$ cat src/rtl/command_executor.sv
// Route command executor: queues planner turn commands and steps through them
// at each detected line node, driving the two wheel motors and tracking heading.
module command_executor #(
    parameter int DEPTH    = 8,
    parameter int TURN_MIN = 1000,
    parameter int TIMEOUT  = 100000
) (
    input  logic       clk_50,
    input  logic       rst_n,
    input  logic       go,
    input  logic       cmd_valid,
    input  logic [1:0] cmd_data,
    input  logic       cmd_last,
    output logic       cmd_ready,
    input  logic       node_det,
    input  logic       line_ok,
    output logic [1:0] motor_l,
    output logic [1:0] motor_r,
    output logic [1:0] heading,
    output logic       busy,
    output logic       done,
    output logic       err,
    output logic [2:0] state_dbg
);

    localparam int AW   = (DEPTH > 1) ? $clog2(DEPTH) : 1;
    localparam int NW   = AW + 1;
    localparam int CMAX = (2 * TURN_MIN > TIMEOUT) ? 2 * TURN_MIN : TIMEOUT;
    localparam int CW   = $clog2(CMAX + 1);

    localparam logic [2:0] S_IDLE   = 3'd0;
    localparam logic [2:0] S_FOLLOW = 3'd1;
    localparam logic [2:0] S_BLIND  = 3'd2;
    localparam logic [2:0] S_SEEK   = 3'd3;
    localparam logic [2:0] S_DONE   = 3'd4;
    localparam logic [2:0] S_ERROR  = 3'd5;

    localparam logic [1:0] CMD_STRAIGHT = 2'b00;
    localparam logic [1:0] CMD_LEFT     = 2'b01;
    localparam logic [1:0] CMD_RIGHT    = 2'b10;
    localparam logic [1:0] CMD_BACK     = 2'b11;

    localparam logic [1:0] MOT_STOP = 2'b00;
    localparam logic [1:0] MOT_FWD  = 2'b01;
    localparam logic [1:0] MOT_REV  = 2'b10;

    localparam logic [1:0] HD_W = 2'b00;
    localparam logic [1:0] HD_E = 2'b01;
    localparam logic [1:0] HD_N = 2'b10;
    localparam logic [1:0] HD_S = 2'b11;

    localparam logic [CW-1:0] BLIND_LAST  = CW'(TURN_MIN - 1);
    localparam logic [CW-1:0] BLIND2_LAST = CW'(2 * TURN_MIN - 1);
    localparam logic [CW-1:0] SEEK_LAST   = CW'(TIMEOUT - 1);

    logic [2:0]    mem_q [DEPTH];
    logic [AW-1:0] wr_ptr_q, wr_ptr_d;
    logic [AW-1:0] rd_ptr_q, rd_ptr_d;
    logic [NW-1:0] count_q, count_d;
    logic          full, empty, push, pop;
    logic [1:0]    head_cmd;
    logic          head_last;

    logic node_s1_q, node_s2_q, node_prev_q;
    logic line_s1_q, line_s2_q;
    logic node_edge;

    logic [2:0]    state_q, state_d;
    logic [1:0]    heading_q, heading_d;
    logic [1:0]    turn_q, turn_d;
    logic          last_q, last_d;
    logic [CW-1:0] cnt_q, cnt_d;

    function automatic logic [1:0] next_heading(input logic [1:0] h, input logic [1:0] c);
        logic [1:0] r;
        r = h;
        case (c)
            CMD_LEFT: begin
                case (h)
                    HD_W:    r = HD_S;
                    HD_S:    r = HD_E;
                    HD_E:    r = HD_N;
                    default: r = HD_W;
                endcase
            end
            CMD_RIGHT: begin
                case (h)
                    HD_W:    r = HD_N;
                    HD_N:    r = HD_E;
                    HD_E:    r = HD_S;
                    default: r = HD_W;
                endcase
            end
            CMD_BACK: r = h ^ 2'b01;
            default:  r = h;
        endcase
        return r;
    endfunction

    // cmd handshake: an entry transfers on a rising edge where cmd_valid && cmd_ready;
    // the planner holds cmd_data/cmd_last stable while cmd_valid is high and not accepted.
    assign full      = (count_q == NW'(DEPTH));
    assign empty     = (count_q == '0);
    assign cmd_ready = !full;
    assign push      = cmd_valid && !full;
    assign head_cmd  = mem_q[rd_ptr_q][1:0];
    assign head_last = mem_q[rd_ptr_q][2];

    always_comb begin
        wr_ptr_d = push ? wr_ptr_q + AW'(1) : wr_ptr_q;
        rd_ptr_d = pop  ? rd_ptr_q + AW'(1) : rd_ptr_q;
        count_d  = count_q;
        case ({push, pop})
            2'b10:   count_d = count_q + NW'(1);
            2'b01:   count_d = count_q - NW'(1);
            default: count_d = count_q;
        endcase
    end

    always_ff @(posedge clk_50) begin
        if (push) begin
            mem_q[wr_ptr_q] <= {cmd_last, cmd_data};
        end
    end

    assign node_edge = node_s2_q && !node_prev_q;

    always_comb begin
        state_d   = state_q;
        heading_d = heading_q;
        turn_d    = turn_q;
        last_d    = last_q;
        cnt_d     = cnt_q;
        pop       = 1'b0;
        case (state_q)
            S_IDLE: begin
                if (go && !empty) state_d = S_FOLLOW;
            end
            S_FOLLOW: begin
                if (node_edge) begin
                    if (empty) begin
                        state_d = S_ERROR;
                    end else begin
                        pop    = 1'b1;
                        turn_d = head_cmd;
                        last_d = head_last;
                        cnt_d  = '0;
                        if (head_cmd == CMD_STRAIGHT) state_d = head_last ? S_DONE : S_FOLLOW;
                        else                          state_d = S_BLIND;
                    end
                end
            end
            S_BLIND: begin
                // Backward turns spin for twice as long before looking for the line.
                if (cnt_q == ((turn_q == CMD_BACK) ? BLIND2_LAST : BLIND_LAST)) begin
                    state_d = S_SEEK;
                    cnt_d   = '0;
                end else begin
                    cnt_d = cnt_q + CW'(1);
                end
            end
            S_SEEK: begin
                if (line_s2_q) begin
                    heading_d = next_heading(heading_q, turn_q);
                    state_d   = last_q ? S_DONE : S_FOLLOW;
                end else if (cnt_q == SEEK_LAST) begin
                    state_d = S_ERROR;
                end else begin
                    cnt_d = cnt_q + CW'(1);
                end
            end
            S_DONE: begin
                if (go) state_d = S_IDLE;
            end
            S_ERROR: state_d = S_ERROR;
            default: state_d = S_IDLE;
        endcase
    end

    always_ff @(posedge clk_50 or negedge rst_n) begin
        if (!rst_n) begin
            wr_ptr_q    <= '0;
            rd_ptr_q    <= '0;
            count_q     <= '0;
            node_s1_q   <= 1'b0;
            node_s2_q   <= 1'b0;
            node_prev_q <= 1'b0;
            line_s1_q   <= 1'b0;
            line_s2_q   <= 1'b0;
            state_q     <= S_IDLE;
            heading_q   <= HD_W;
            turn_q      <= CMD_STRAIGHT;
            last_q      <= 1'b0;
            cnt_q       <= '0;
        end else begin
            wr_ptr_q    <= wr_ptr_d;
            rd_ptr_q    <= rd_ptr_d;
            count_q     <= count_d;
            node_s1_q   <= node_det;
            node_s2_q   <= node_s1_q;
            node_prev_q <= node_s2_q;
            line_s1_q   <= line_ok;
            line_s2_q   <= line_s1_q;
            state_q     <= state_d;
            heading_q   <= heading_d;
            turn_q      <= turn_d;
            last_q      <= last_d;
            cnt_q       <= cnt_d;
        end
    end

    always_comb begin
        motor_l = MOT_STOP;
        motor_r = MOT_STOP;
        case (state_q)
            S_FOLLOW: begin
                motor_l = MOT_FWD;
                motor_r = MOT_FWD;
            end
            S_BLIND, S_SEEK: begin
                if (turn_q == CMD_LEFT) begin
                    motor_l = MOT_REV;
                    motor_r = MOT_FWD;
                end else begin
                    motor_l = MOT_FWD;
                    motor_r = MOT_REV;
                end
            end
            default: begin
                motor_l = MOT_STOP;
                motor_r = MOT_STOP;
            end
        endcase
    end

    assign heading   = heading_q;
    assign busy      = (state_q == S_FOLLOW) || (state_q == S_BLIND) || (state_q == S_SEEK);
    assign done      = (state_q == S_DONE);
    assign err       = (state_q == S_ERROR);
    assign state_dbg = state_q;

endmodule

$ cat config.mk
export PLATFORM = sky130hd
export DESIGN_NAME = command_executor
export DESIGN_NICKNAME = d
export VERILOG_FILES = /design/src/rtl/command_executor.sv
export SDC_FILE = /design/constraint.sdc
export NUM_CORES = 1
export LEC_CHECK = 0
export ABC_CLOCK_PERIOD_IN_PS = 3000
export CAP_MARGIN = 15
export CORE_ASPECT_RATIO = 0.8
export CORE_MARGIN = 10
export CORE_UTILIZATION = 35
export CTS_CLUSTER_DIAMETER = 120
export CTS_CLUSTER_SIZE = 30
export DETAILED_ROUTE_END_ITERATION = 6
export PLACE_DENSITY = 0.51
export SLEW_MARGIN = 40
export SYNTH_ARGS = -nofsm -noshare
export SYNTH_HDL_FRONTEND = slang
export SYNTH_SLANG_ARGS = --single-unit
$ cat constraint.sdc
create_clock -name clk_50 -period 3 [get_ports clk_50]
set_clock_uncertainty 0.15 [all_clocks]
set_input_delay 0.9 -clock clk_50 [delete_from_list [all_inputs] [get_ports clk_50]]
set_output_delay 0.9 -clock clk_50 [all_outputs]
set_load 0.02 [all_outputs]
Word level (Yosys, flattened, before mapping)
Memory sizes are Yosys's and may differ from the RTL's.
Index checks and enable logic that the tools add are counted.
{"block": "word_totals", "register_bits": 40, "ram_bits": 24, "mem_count": 1}
{"memory": "mem_q", "depth": 8, "width": 3, "rd": 1, "rd_clocked_by_memory_dff": 0, "wr": 1, "line": "56", "source": "logic [2:0] mem_q [DEPTH];"}
{"block": "classes", "n_eq_ne": 24, "n_reduce_logical": 22, "bitwise_logic": 3, "mux": 31, "addsub": 5}
{"operator": "$mux 17", "n": 5}
{"operator": "$pmux 17 s3", "n": 1}
{"operator": "$mux 3", "n": 10}
{"operator": "$pmux 2 s3", "n": 3}
{"operator": "$pmux 3 s6", "n": 1}
{"operator": "$add 17x1->17 const B", "n": 1}
{"operator": "$eq 17x11->1", "n": 1}
{"operator": "$eq 17x17->1 const B", "n": 1}
{"operator": "$ne 2x2->1 const B", "n": 7}
{"operator": "$mux 11", "n": 1}
{"operator": "$eq 2x2->1 const B", "n": 5}
{"operator": "$reduce_and 5->1", "n": 2}
{"operator": "$pmux 2 s2", "n": 2}
{"operator": "$pmux 4 s2", "n": 1}
{"operator": "$add 3x1->3 const B", "n": 2}
{"operator": "$eq 2x1->1 const B", "n": 3}
{"operator": "$eq 3x2->1 const B", "n": 2}
{"operator": "$eq 3x3->1 const B", "n": 2}
{"operator": "$reduce_and 3->1", "n": 2}
{"operator": "$reduce_bool 3->1", "n": 2}
{"operator": "$mux 1", "n": 5}
{"operator": "$add 4x1->4 const B", "n": 1}
{"operator": "$eq 4x4->1 const B", "n": 1}
{"operator": "$logic_not 2->1", "n": 2}
{"operator": "other kinds (13)", "n": 22}

Logic depth before layout (Yosys ltp)
{"block": "logic_depth", "depth_word": 6, "mapped_depth": 13, "ltp_nobuf": 10}

Least setup slack after synthesis
No wires, ideal clock.
{"block": "synth_timing", "kind": "flip-flop to flip-flop", "startpoint": "reg state_q[0] (netlist: state_dbg[0])", "endpoint": "reg count_q[2]", "period_less_slack_ns": 2.864, "slack_ns": 0.136, "stages_incl_launch_ff": 14, "arrival_time_ns": 2.590, "setup_time_ns": 0.124, "n_path_buf": 3, "required_ns": 2.726, "cell_sequence": "dfrtp_1 buf_2 nand2b_1 clkbuf_1 nand2b_1 nor3_1 clkbuf_1 ha_1 xor2_1 ha_1 a21oi_1 xnor2_1 nand2_1 xnor2_1"}
{"block": "synth_via", "elab_chain_cells": 4}
{"element": "start, declared", "line": "68", "source": "logic [2:0] state_q, state_d;"}
{"element": "start signal, assigned", "line": "204", "source": "state_q <= state_d;"}
{"element": "$eq 3x1->1 (*)", "line": "135", "source": "case (state_q)"}
{"element": "$mux 1 (*)", "line": "135"}
{"element": "named net pop", "line": "60", "source": "logic full, empty, push, pop;"}
{"element": "$eq 2x1->1 / $eq 2x2->1 (equally long branches)", "line": "113", "source": "case ({push, pop})"}
{"element": "$pmux 4 s2 / $reduce_bool 2->1 (equally long branches)"}
{"element": "end signal, assigned", "line": "198", "source": "count_q <= count_d;"}
{"element": "end, declared", "line": "59", "source": "logic [NW-1:0] count_q, count_d;"}
The timed path passes the listed nets; every way through them passes the cells marked *.
A chain may end at the register's enable or synchronous reset.

Final worst setup path
{"block": "layout_timing", "startpoint": "reg state_q[1] (netlist: state_dbg[1])", "endpoint": "out done"}
{"block": "layout_via", "elab_chain_cells": 1}
{"element": "$eq 3x3->1", "line": "238", "source": "assign done = (state_q == S_DONE);"}
{"element": "end, declared", "line": "21", "source": "output logic done,"}
No other way between the ends.

==> results_dict.tcl <==
set metrics [dict create \
    status "finished, final reports clean" \
    syn_nets 347 \
    place.gp.congestion 0.802 \
    grt_pass1_vias 2506 \
    synth_edf_count 24 \
    synth_ff_type "dfrtp_1" \
    switchingPower_mw 1.49 \
    finalHoldViolations 0 \
    maxCapViolCount 0 \
    ys_warn_count 0 \
    hold_buffers 0 \
    hp-start "line_s1_q$_DFF_PN0_" \
    synth_top_cells_by_area "dfrtp_1 (29%), edfxtp_1 (21%), ha_1 (4.6%), mux4_2 (3.9%), nor2_1 (2.9%)" \
    end_kind "output port" \
    place_ws_ns 0.125 \
    async_reset_ff_share_pct 62.5 \
    die_h_um 109 \
    period_share_pct 96.1 \
    ys_top_cells_by_count "dfrtp_1 (40), nor2_1 (27), edfxtp_1 (24), nand2_1 (24), inv_1 (21)" \
    syn_to_final_growth_pct 20.2 \
    arrival_ns 1.83 \
    synth_top_cell_by_area "dfrtp_1" \
    critPathRequiredTime_ns 1.95 \
    power.share.clock_pct 26.5 \
    yosys.cell_types.count 56 \
    slew_headroom_pct 59.5 \
    row_count 32 \
    grt_use_total_pct 12.1 \
    pin_count 22 \
    synth-compound-area-share_pct 15.7 \
    num-fill-cells 956 \
    worstSetupStartpointType "flip-flop" \
    drtAntennaViolNets 0 \
    synth_xor_area_share_pct 2.00 \
    grt_antenna_before_repair 0 \
    tns_ns 0 \
    via_per_inst 5.28 \
    synthAdderAreaFrac_pct 4.65 \
    vdd_drop_max_uv 304 \
    syn-instance-count 325 \
    cts_htree_levels 3 \
    synthMuxAreaShare_pct 6.58 \
    slew_viol_final 0 \
    p_sw_share_pct 38.1 \
    post-dp-hpwl_mm 6.11 \
    grt-ovfl-total 0 \
    nets 377 \
    grt_pass1_wl_mm 13.7 \
    hold_class "flip-flop to flip-flop" \
    vias 2620 \
    p_int_mw 2.43 \
    ys_ff_latch 64 \
    clockBufferDepth 2 \
    drc_errors 0 \
    portBuffers 21 \
    max_freq_mhz 347 \
    root_buffer "clkbuf_16" \
    dr.pass1.iters 4 \
    crit_path_start "state_dbg[1]$_DFFE_PN0P_" \
    p_leak_nw 1.64 \
    yosysMostFrequentCell "dfrtp_1" \
    r2r_start "turn_q[1]$_DFFE_PN0P_" \
    synth-simple-area-share_pct 17.4 \
    clkTransAtPathRegs_ns 0.05 \
    cts.sinks 64 \
    routed_wl_mm 8.39 \
    path_class "flip-flop to output port" \
    die_area_mm2 0.0144 \
    drt_iter0_markers 152 \
    cp_max_fo 14 \
    syn-mean-instance-area_um2 10.8 \
    power_frac_comb_pct 39.7 \
    drive_above_1_share_pct 13.6 \
    hold_ws_ns 0.204 \
    yosysTopAreaCellShare_pct 28.6 \
    tightestPinTransition_ns 0.607 \
    wl_per_cell_um 16.9 \
    cts_tree "yes" \
    syn-cell-area_mm2 0.00350 \
    cts_made_buffers 9 \
    die_x_um 132 \
    setup_viol 0 \
    clkLatencyLatePin_ns 0.33 \
    stdcell_area_mm2 0.00421 \
    post-route-util_pct 43.4 \
    core_mm2 0.00969 \
    grt_start_max_net_pins 21 \
    fin_crit_ns 2.88 \
    start_util_pct 36.1 \
    p_per_area_mw_per_mm2 933 \
    setup_ws_ns 0.117 \
    antenna_cells 0 \
    synth_top_family_by_area "simple AND/OR/NAND/NOR gates" \
    rsz0062_at_grt "false" \
    synth-seq-area-share_pct 49.2 \
    placedInstanceArea_mm2 0.00390 \
    p_seq_share_pct 33.7 \
]
==> layer usage <==
layer  part of all wire (%)  GRT usage, %  vias up  routed length, µm
met3                    4.9          3.87       11                411
li1                       -             -     1277                  -
met4                    1.3          4.99        0                111
met2                     40          16.6       62               3340
met1                     54          17.0     1270               4530
met5                      0             0        -                  0
==> cells in the final DEF, fill, tap and decap left out, types with 3 or more instances in the layout <==
| master | count |
|---|---|
| mux2_2 | 4 |
| o22ai_1 | 7 |
| and3_1 | 5 |
| ha_1 | 13 |
| edfxtp_1 | 24 |
| dfrtp_1 | 40 |
| o31ai_1 | 3 |
| buf_4 | 14 |
| and2_1 | 4 |
| nand3_1 | 12 |
| a211oi_1 | 7 |
| a31oi_1 | 8 |
| nand3b_1 | 4 |
| nor3_1 | 10 |
| nand4_1 | 5 |
| a21oi_1 | 10 |
| o21ai_1 | 5 |
| clkdlybuf4s50_1 | 17 |
| nand4b_1 | 3 |
| clkbuf_16 | 9 |
| dlymetal6s2s_1 | 3 |
| mux4_2 | 6 |
| nand2_1 | 24 |
| xnor2_1 | 6 |
| nor4_1 | 4 |
| mux2i_1 | 5 |
| a41oi_1 | 3 |
| nor2_1 | 27 |
| o21ai_0 | 5 |
| nand2b_1 | 10 |
| inv_1 | 21 |
==> area by class of cell <==
class	count	area [µm²]	share of cell area, %
sequential	64	1720	40.9
multi-input combinational	224	1620	38.5
tap	136	170	4.05
clock buffer	10	229	5.44
clock inverter	6	68.8	1.64
inverter	21	78.8	1.87
timing repair buffer	35	318	7.56
==> kinds of logic after synthesis <==
family / count (synthesis)
buf+inv: 37
simple gates: 117
mux: 15
flops: 64
compound gates: 71
fa+ha+maj: 13
xor+xnor: 8
==> final timing paths <==
| check | end | depth (start not counted) | slack (ns) |
|---|---|---|---|
| setup / recovery | done | 5 | 0.12 |
| hold / removal | line_s2_q$_DFF_PN0_ | 0 | 0.20 |
| setup reg to reg | cnt_q[15]$_DFFE_PN0P_ | 7 | 0.26 |
| hold reg to reg | line_s2_q$_DFF_PN0_ | 0 | 0.20 |
| max in group asynchronous | cnt_q[1]$_DFFE_PN0P_ | 2 | 1.81 |
| min in group asynchronous | wr_ptr_q[1]$_DFFE_PN0P_ | 1 | 0.33 |
==> power groups by stage <==
stage                     registers [mW]  clock network, mW  logic (mW)
after detailed placement            1.34                  0        1.56
after global routing                1.36               1.11        1.73
after floorplan                     1.26                  0        1.11
after CTS                           1.32               1.08        1.57
final                               1.32               1.04        1.56
after global placement              1.34                  0        1.54
==> critical path, stage by stage, from the launching register on <==
cell	delay [ns]
dfrtp_1	0.37
buf_4	0.19
nor2_1	0.14
nand2_1	0.13
inv_1	0.08
clkdlybuf4s50_1	0.60
==> flip-flops by register name (all words and copies together) (netlist names) <==
register / cells
cnt_q: 17
turn_q: 2
node_s2_q: 1
rd_ptr_q: 3
state_dbg: 3
wr_ptr_q: 3
count_q: 4
line_s2_q: 1
line_s1_q: 1
mem_q: 24
heading: 2
node_prev_q: 1
last_q: 1
node_s1_q: 1
==> per-stage QoR <==
stage	power (mW)	cells
5_1_grt	4.20	496
3_3_place_gp	2.87	480
3_5_place_dp	2.89	480
6_report	3.93	496
4_1_cts	3.97	496
2_1_floorplan	2.37	325
==> what timing repair did <==
action / 4_1_cts / 5_1_grt
resized for setup: 0 / 3
buffers inserted: 0 / 0
setup endpoints to repair: 0 / 3
Note: power is estimated with default switching activity, not from simulation.
